`src/rtl/led_pattern_if.sv`:
```
// led_pattern_if
//   Board-facing signal bundle of the LED pattern generator.
//   Signals:
//     key  - raw asynchronous push-button level from the pin
//     led  - LED drive, LEDS_NR bits, 1 = on
//     mode - current display mode (0 COUNT, 1 SCAN, 2 BREATHE, 3 HOLD)
//     tick - one-cycle pattern step strobe (debug)
//   There is no handshake on this bundle: key is a free-running level that
//   the generator synchronises and debounces itself, and led/mode/tick are
//   plain registered levels valid every cycle.
//   Modports:
//     master - the board/pin side: drives key, observes the outputs
//     slave  - the generator: samples key, drives led/mode/tick
interface led_pattern_if #(
    parameter int LEDS_NR = 6
);
    logic               key;
    logic [LEDS_NR-1:0] led;
    logic [1:0]         mode;
    logic               tick;

    modport master (output key, input led, input mode, input tick);
    modport slave  (input key, output led, output mode, output tick);
endinterface

```
`src/rtl/led_pattern_gen.sv`:
```
// led_pattern_gen
//   LED pattern generator for board bring-up. A prescaler produces a step
//   tick every TICK_DIV cycles; a debounced key cycles through four display
//   modes: binary count, bouncing scanner, PWM breathe and hold.
//   Ports:
//     clk - sole clock (oscillator output)
//     rst - synchronous active-high reset, priority over everything
//     io  - led_pattern_if.slave: key in; led, mode, tick out
//   The mode register doubles as the exposed FSM state (io.mode).
//   led is registered from the pattern state of the previous edge, so a
//   state change shows on the pins one cycle later.
module led_pattern_gen #(
    parameter int LEDS_NR         = 6,
    parameter int TICK_DIV        = 1048576,
    parameter int DEBOUNCE_CYCLES = 65536,
    parameter int PWM_W           = 8,
    parameter bit KEY_ACTIVE_LOW  = 1'b0
) (
    input logic          clk,
    input logic          rst,
    led_pattern_if.slave io
);

    localparam int TICK_W = $clog2(TICK_DIV);
    localparam int DEB_W  = $clog2(DEBOUNCE_CYCLES + 1);
    localparam int POS_W  = (LEDS_NR > 1) ? $clog2(LEDS_NR) : 1;

    localparam logic [TICK_W-1:0]  TICK_LAST    = TICK_W'(TICK_DIV - 1);
    localparam logic [TICK_W-1:0]  TICK_PRE     = TICK_W'(TICK_DIV - 2);
    localparam logic [TICK_W-1:0]  TICK_ONE     = TICK_W'(1);
    localparam logic [DEB_W-1:0]   DEB_LAST     = DEB_W'(DEBOUNCE_CYCLES - 1);
    localparam logic [DEB_W-1:0]   DEB_ONE      = DEB_W'(1);
    localparam logic               KEY_REL      = KEY_ACTIVE_LOW;
    localparam logic [POS_W-1:0]   POS_ONE      = POS_W'(1);
    // Position from which one more step up lands on the last LED.
    localparam logic [POS_W-1:0]   POS_TURN_UP  = POS_W'((LEDS_NR > 1) ? LEDS_NR - 2 : 0);
    localparam logic [PWM_W-1:0]   PWM_ONE      = PWM_W'(1);
    // Duty from which one more step up lands on full scale.
    localparam logic [PWM_W-1:0]   DUTY_TURN_UP = {{(PWM_W-1){1'b1}}, 1'b0};
    localparam logic [LEDS_NR-1:0] LED_ONE      = LEDS_NR'(1);
    localparam logic [LEDS_NR-1:0] STEP_ONE     = LEDS_NR'(1);

    typedef enum logic [1:0] {
        MODE_COUNT   = 2'd0,
        MODE_SCAN    = 2'd1,
        MODE_BREATHE = 2'd2,
        MODE_HOLD    = 2'd3
    } mode_e;

    // ---------------- tick prescaler ----------------
    logic [TICK_W-1:0] tick_cnt;
    logic              tick_q;

    // tick_q is raised on the edge that moves the counter to TICK_DIV-1, so
    // it is high exactly while the counter holds its last value.
    always_ff @(posedge clk) begin
        if (rst) begin
            tick_cnt <= '0;
            tick_q   <= 1'b0;
        end else begin
            tick_cnt <= (tick_cnt == TICK_LAST) ? '0 : tick_cnt + TICK_ONE;
            tick_q   <= (tick_cnt == TICK_PRE);
        end
    end

    // ---------------- key synchroniser + debounce ----------------
    logic             key_s1;
    logic             key_s2;
    logic             key_lvl;   // synchronised level, 1 = pressed
    logic             key_acc;   // accepted level, 1 = pressed
    logic [DEB_W-1:0] deb_cnt;
    logic             deb_done;
    logic             press_evt;

    assign key_lvl   = key_s2 ^ KEY_REL;
    // Last differing sample of a full stable run: accept it this edge.
    assign deb_done  = (key_lvl != key_acc) && (deb_cnt == DEB_LAST);
    assign press_evt = deb_done && key_lvl;

    always_ff @(posedge clk) begin
        if (rst) begin
            key_s1  <= KEY_REL;
            key_s2  <= KEY_REL;
            key_acc <= 1'b0;
            deb_cnt <= '0;
        end else begin
            key_s1 <= io.key;
            key_s2 <= key_s1;
            if (key_lvl == key_acc) begin
                deb_cnt <= '0;
            end else if (deb_done) begin
                deb_cnt <= '0;
                key_acc <= key_lvl;
            end else begin
                deb_cnt <= deb_cnt + DEB_ONE;
            end
        end
    end

    // ---------------- mode FSM + pattern state ----------------
    mode_e              mode_q,    mode_d;
    logic [LEDS_NR-1:0] step_q,    step_d;
    logic [POS_W-1:0]   pos_q,     pos_d;
    logic               scan_up_q, scan_up_d;
    logic [PWM_W-1:0]   duty_q,    duty_d;
    logic               duty_up_q, duty_up_d;
    logic [PWM_W-1:0]   pwm_q;
    logic [LEDS_NR-1:0] led_q,     led_d;

    always_ff @(posedge clk) begin
        if (rst) begin
            mode_q    <= MODE_COUNT;
            step_q    <= '0;
            pos_q     <= '0;
            scan_up_q <= 1'b1;
            duty_q    <= '0;
            duty_up_q <= 1'b1;
            pwm_q     <= '0;
            led_q     <= '0;
        end else begin
            mode_q    <= mode_d;
            step_q    <= step_d;
            pos_q     <= pos_d;
            scan_up_q <= scan_up_d;
            duty_q    <= duty_d;
            duty_up_q <= duty_up_d;
            pwm_q     <= pwm_q + PWM_ONE;
            led_q     <= led_d;
        end
    end

    always_comb begin
        mode_d    = mode_q;
        step_d    = step_q;
        pos_d     = pos_q;
        scan_up_d = scan_up_q;
        duty_d    = duty_q;
        duty_up_d = duty_up_q;

        if (press_evt) begin
            // A press on a tick edge takes precedence: the new mode starts
            // from its cleared state and the tick is dropped.
            mode_d = mode_e'(mode_q + 2'd1);
            case (mode_d)
                MODE_COUNT: step_d = '0;
                MODE_SCAN: begin
                    pos_d     = '0;
                    scan_up_d = 1'b1;
                end
                MODE_BREATHE: begin
                    duty_d    = '0;
                    duty_up_d = 1'b1;
                end
                default: ;
            endcase
        end else if (tick_q) begin
            case (mode_q)
                MODE_COUNT: step_d = step_q + STEP_ONE;
                MODE_SCAN: begin
                    // Turn around as soon as an end is reached, so the end
                    // LEDs stay lit for one step only.
                    if (LEDS_NR > 1) begin
                        if (scan_up_q) begin
                            pos_d = pos_q + POS_ONE;
                            if (pos_q == POS_TURN_UP) scan_up_d = 1'b0;
                        end else begin
                            pos_d = pos_q - POS_ONE;
                            if (pos_q == POS_ONE) scan_up_d = 1'b1;
                        end
                    end
                end
                MODE_BREATHE: begin
                    if (duty_up_q) begin
                        duty_d = duty_q + PWM_ONE;
                        if (duty_q == DUTY_TURN_UP) duty_up_d = 1'b0;
                    end else begin
                        duty_d = duty_q - PWM_ONE;
                        if (duty_q == PWM_ONE) duty_up_d = 1'b1;
                    end
                end
                default: ;
            endcase
        end
    end

    // led follows the registered mode/state; HOLD freezes whatever was shown.
    always_comb begin
        led_d = led_q;
        case (mode_q)
            MODE_COUNT:   led_d = step_q;
            MODE_SCAN:    led_d = LED_ONE << pos_q;
            MODE_BREATHE: led_d = {LEDS_NR{pwm_q < duty_q}};
            default:      led_d = led_q;
        endcase
    end

    assign io.led  = led_q;
    assign io.mode = mode_q;
    assign io.tick = tick_q;

endmodule
```
`src/flat_wrapper.sv`:
```
// flat-port wrapper written by rule: the top's interface ports become plain ports
module led_pattern_gen_flat 
#(
    parameter int LEDS_NR         = 6,
    parameter int TICK_DIV        = 1048576,
    parameter int DEBOUNCE_CYCLES = 65536,
    parameter int PWM_W           = 8,
    parameter bit KEY_ACTIVE_LOW  = 1'b0
)
  (clk, rst, io_key, io_led, io_mode, io_tick);
  led_pattern_if #(.LEDS_NR(LEDS_NR)) io_i ();
  input logic clk;
  input logic rst;
  input wire logic [$bits(io_i.key)-1:0] io_key;
  output wire logic [$bits(io_i.led)-1:0] io_led;
  output wire logic [$bits(io_i.mode)-1:0] io_mode;
  output wire logic [$bits(io_i.tick)-1:0] io_tick;
  assign io_i.key = io_key;
  assign io_led = io_i.led;
  assign io_mode = io_i.mode;
  assign io_tick = io_i.tick;
  led_pattern_gen #(.LEDS_NR(LEDS_NR), .TICK_DIV(TICK_DIV), .DEBOUNCE_CYCLES(DEBOUNCE_CYCLES), .PWM_W(PWM_W), .KEY_ACTIVE_LOW(KEY_ACTIVE_LOW)) u_core (.clk(clk), .rst(rst), .io(io_i));
endmodule
```
`config.mk`:
```
export PLATFORM = sky130hd
export DESIGN_NAME = led_pattern_gen_flat
export DESIGN_NICKNAME = d
export VERILOG_FILES = /design/src/rtl/led_pattern_if.sv /design/src/rtl/led_pattern_gen.sv /design/src/flat_wrapper.sv
export SDC_FILE = /design/constraint.sdc
export NUM_CORES = 1
export LEC_CHECK = 0
export CAP_MARGIN = 15
export CORE_MARGIN = 1
export CORE_UTILIZATION = 38
export DETAILED_ROUTE_END_ITERATION = 16
export GPL_TIMING_DRIVEN = 0
export HOLD_SLACK_MARGIN = 0.06
export PLACE_DENSITY_LB_ADDON = 0.3
export SLEW_MARGIN = 0
export SYNTH_ARGS = -nofsm -noshare
export SYNTH_HDL_FRONTEND = slang
export SYNTH_SLANG_ARGS = --single-unit
```
`constraint.sdc`:
```
create_clock -name clk -period 3.6 [get_ports clk]
set_clock_uncertainty 0.2 [all_clocks]
set_input_delay 0.72 -clock clk [delete_from_list [all_inputs] [get_ports clk]]
set_output_delay 0.72 -clock clk [all_outputs]
set_load 0.005 [all_outputs]
```
==> impl_metrics.csv <==
group,metric,value,unit
worst_setup_path,cp-end-kind,"flop",
placed_design,dpl.cell_count,585,
worst_setup_path,start_kind,"flop",
detailed_routing,totalWireLength,7597,um
worst_hold_path,min_from,"u_core.key_s1$_SDFF_PP0_",
synthesis,seq_area_frac_synth,39.91,%
worst_hold_path,hold_path.class,"reg2reg",
sta,layout_min_cycle_time,3.147,ns
final_layout,antenna_cells,0,
final_layout,nFillCells,1017,
worst_setup_path,cp_max_fo,10,
power_and_ir_drop,peakVddDrop,0.2022,mV
worst_setup_path,cp_num_buf_inv,1,
global_routing,grt_max_degree,15,
sta,setup_viol,0,
sta,tightest_slew,0.8349,ns
sta,max_freq,317.8,MHz
synthesis,ys.flop_type,"dfxtp_1",
clock_network,clock_latency,0.35,ns
final_layout,instances_no_fill,601,
clock_network,cts_tree,"built",
placed_design,place_congestion,0.8253,
clock_network,post-cts-setup-buffer-count,0,
clock_network,cts_buffers,9,
synthesis,syn_area,3812,um^2
final_layout,syn_to_final_growth,11.62,%
clock_network,cts-root-buf,"clkbuf_8",
global_routing,grt_overflow,0,
run,maxCapViolations,0,
placed_design,pre_cts_ws,0.4011,ns
sta,hold_viol,0,
sta,rsz0062_at_grt,"false",
worst_setup_path,path_class,"reg2reg",
worst_setup_path,slowest_stage,"nor4_1",
worst_setup_path,worstPathCellList,"ha_1 -> nand3_1 -> nor4_1 -> ha_1 -> nand3b_2 -> a31oi_1 -> buf_2 -> nor2_1 -> mux2_2",
placed_design,place_area,4079,um^2
clock_network,clk_pin_slew,0.09,ns
floorplan,fp.dieW,102.2,um
power_and_ir_drop,seqPwrFrac,57.6,%
global_routing,grt_pass1_wl,13010,um
power_and_ir_drop,clockPowerShare,39.8,%
worst_setup_path,reg2reg_from,"u_core.deb_cnt[0]$_SDFF_PP0_",
power_and_ir_drop,p_sw,369.9,uW
detailed_routing,wl_per_cell,12.64,um
final_layout,fin_area,4255,um^2
worst_setup_path,critPathLaunch,"u_core.deb_cnt[0]$_SDFF_PP0_",
sta,setup_tns,0,ns
synthesis,yosysTopAreaCellShare,39.91,%
sta,timing.hold.ws,0.2473,ns
synthesis,synthTopCellsByCount,"76 x dfxtp_1, 54 x nor2_1, 28 x inv_1, 27 x ha_1, 26 x xnor2_1",
global_routing,grt_pass1_vias,2835,
clock_network,cts_resized,0,
detailed_routing,drc,0,
synthesis,synth_area_leader_cell,"dfxtp_1",
final_layout,final_nets,493,
final_layout,final_util,43.74,%
floorplan,die_h,102.2,um
floorplan,dieArea,10440,um^2
power_and_ir_drop,powerDensity,349.0,nW/um^2
outcome,status,"complete, no violations",
detailed_routing,drt-initial-drc-count,94,
clock_network,h-tree-depth,3,
sta,maxSlewHeadroom,43.86,%
final_layout,drive_above_1_share,5.128,%
worst_setup_path,slowest_delay,0.45,ns
synthesis,yosys-top-cells-area,"dfxtp_1 40%, ha_1 8.9%, xnor2_1 6.0%",
power_and_ir_drop,power,1.485,mW
synthesis,ys.warnings.count,0,
worst_setup_path,crit_family,"simple AND/OR/NAND/NOR gates",
clock_network,cts_hold_buf,0,
synthesis,syn_avg_cell_area,8.625,um^2
sta,finalMaxSlewViolations,0,
synthesis,synthDistinctLibCells,45,
global_routing,grt_usage,15.86,%
worst_setup_path,crit_path_frequent_cell,"ha_1",
floorplan,ios,12,
sta,layout_worst_path_cycle_share,87.41,%
power_and_ir_drop,power.internal,1.115,mW
worst_setup_path,critPathRequiredTime,3.65,ns
detailed_routing,ant_nets,0,
detailed_routing,via_per_inst,5.111,
worst_setup_path,cp.arrival,3.19,ns
detailed_routing,vias,3072,
sta,worst_slack,0.4533,ns
synthesis,synth.most_common_cell,"dfxtp_1",
power_and_ir_drop,total_leakage_power,1.444,nW
power_and_ir_drop,p_comb_share,2.6,%
clock_network,cts.path.max_buffers,2,
floorplan,start_util,39.18,%
placed_design,numPortBuffers,10,
global_routing,antenna_found_initial,0,
floorplan,rows,36,
synthesis,syn-num-nets,472,
placed_design,place_hpwl,5666,um
synthesis,async_flop_share,0,%
clock_network,cts.sinks,76,
detailed_routing,dr.pass1.iters,4,
synthesis,synth-edff-count,0,
synthesis,syn_inst,442,
floorplan,core,9729,um^2
synthesis,ys_ff_latch,76,
power_and_ir_drop,p_sw_share,24.91,%
cell families after synthesis:
group | Yosys count | share of synthesized area (%)
compound gates | 68 | 10.80
xor+xnor | 37 | 8.500
fa+ha+maj | 27 | 8.861
buf+inv | 43 | 4.266
flops | 76 | 39.91
mux | 8 | 2.133
simple gates | 183 | 25.53
layer usage:
metal  wire, um  GRT usage (%)  up-vias
met5          0              0        -
met4        137          6.813        0
met3        183          2.257       11
met2       3442          25.35       36
met1       3834          21.37     1432
li1           -              -     1593
power groups by stage:
stage               Clock (mW)  Sequential (mW)  Combinational [mW]
floorplan                    0            0.873              0.0283
global placement             0            0.874              0.0372
detailed placement           0            0.875              0.0391
CTS                      0.608            0.855              0.0393
global route             0.645            0.857              0.0440
finish                   0.591            0.855              0.0387
layout by cell type, fill, tap and decap left out, types with 2 or more instances in the layout:
master,Yosys,layout
clkinv_4,0,3
nand3_1,21,21
nand4_1,13,13
o21bai_1,2,2
clkinv_2,0,2
a31oi_1,9,9
a21oi_1,25,25
buf_1,2,2
or3_1,12,12
and4_1,6,6
o31ai_1,8,8
and3_1,7,7
nor3_1,9,9
and4b_1,2,2
or2_2,2,2
inv_1,28,28
or4_1,2,2
nor2_1,54,54
ha_1,27,27
a2111oi_0,2,2
o21ai_0,12,12
clkbuf_1,12,12
nor4_1,11,11
a22oi_1,3,3
dfxtp_1,76,76
clkbuf_8,0,9
and2_1,4,4
xor2_1,11,11
clkdlybuf4s50_1,0,10
mux2i_1,7,7
nand2_1,25,25
xnor2_1,26,26
nor2b_1,8,8
flip-flops by register name (all words and copies together), names as in the netlist:
name / count
u_core.deb_cnt: 17
u_core.duty_q: 8
u_core.duty_up_q: 1
u_core.io.led: 6
u_core.io.mode: 2
u_core.io.tick: 1
u_core.key_acc: 1
u_core.key_lvl: 1
u_core.key_s1: 1
u_core.pos_q: 3
u_core.pwm_q: 8
u_core.scan_up_q: 1
u_core.step_q: 6
u_core.tick_cnt: 20
layout make-up:
type                            count  area [um^2]  share of cell area, %
Buffer                             15        57.56                  1.353
Clock buffer                        9        123.9                  2.911
Clock inverter                      7        52.55                  1.235
Inverter                           28        105.1                  2.470
Multi-Input combinational cell    323         2128                  50.01
Sequential cell                    76         1521                  35.75
Tap cell                          133        166.4                  3.911
Timing Repair Buffer               10        100.1                  2.352
path summary, 6_finish.rpt:
path | depth (start not counted) | endpoint | slack (ns)
hold reg to reg | 1 | u_core.key_lvl$_SDFF_PP0_ | 0.25
setup / recovery | 9 | u_core.duty_q[2]$_SDFFE_PP0P_ | 0.45
hold / removal | 1 | u_core.key_lvl$_SDFF_PP0_ | 0.25
setup reg to reg | 9 | u_core.duty_q[2]$_SDFFE_PP0P_ | 0.45
Note: power is estimated with default switching activity, not from simulation.
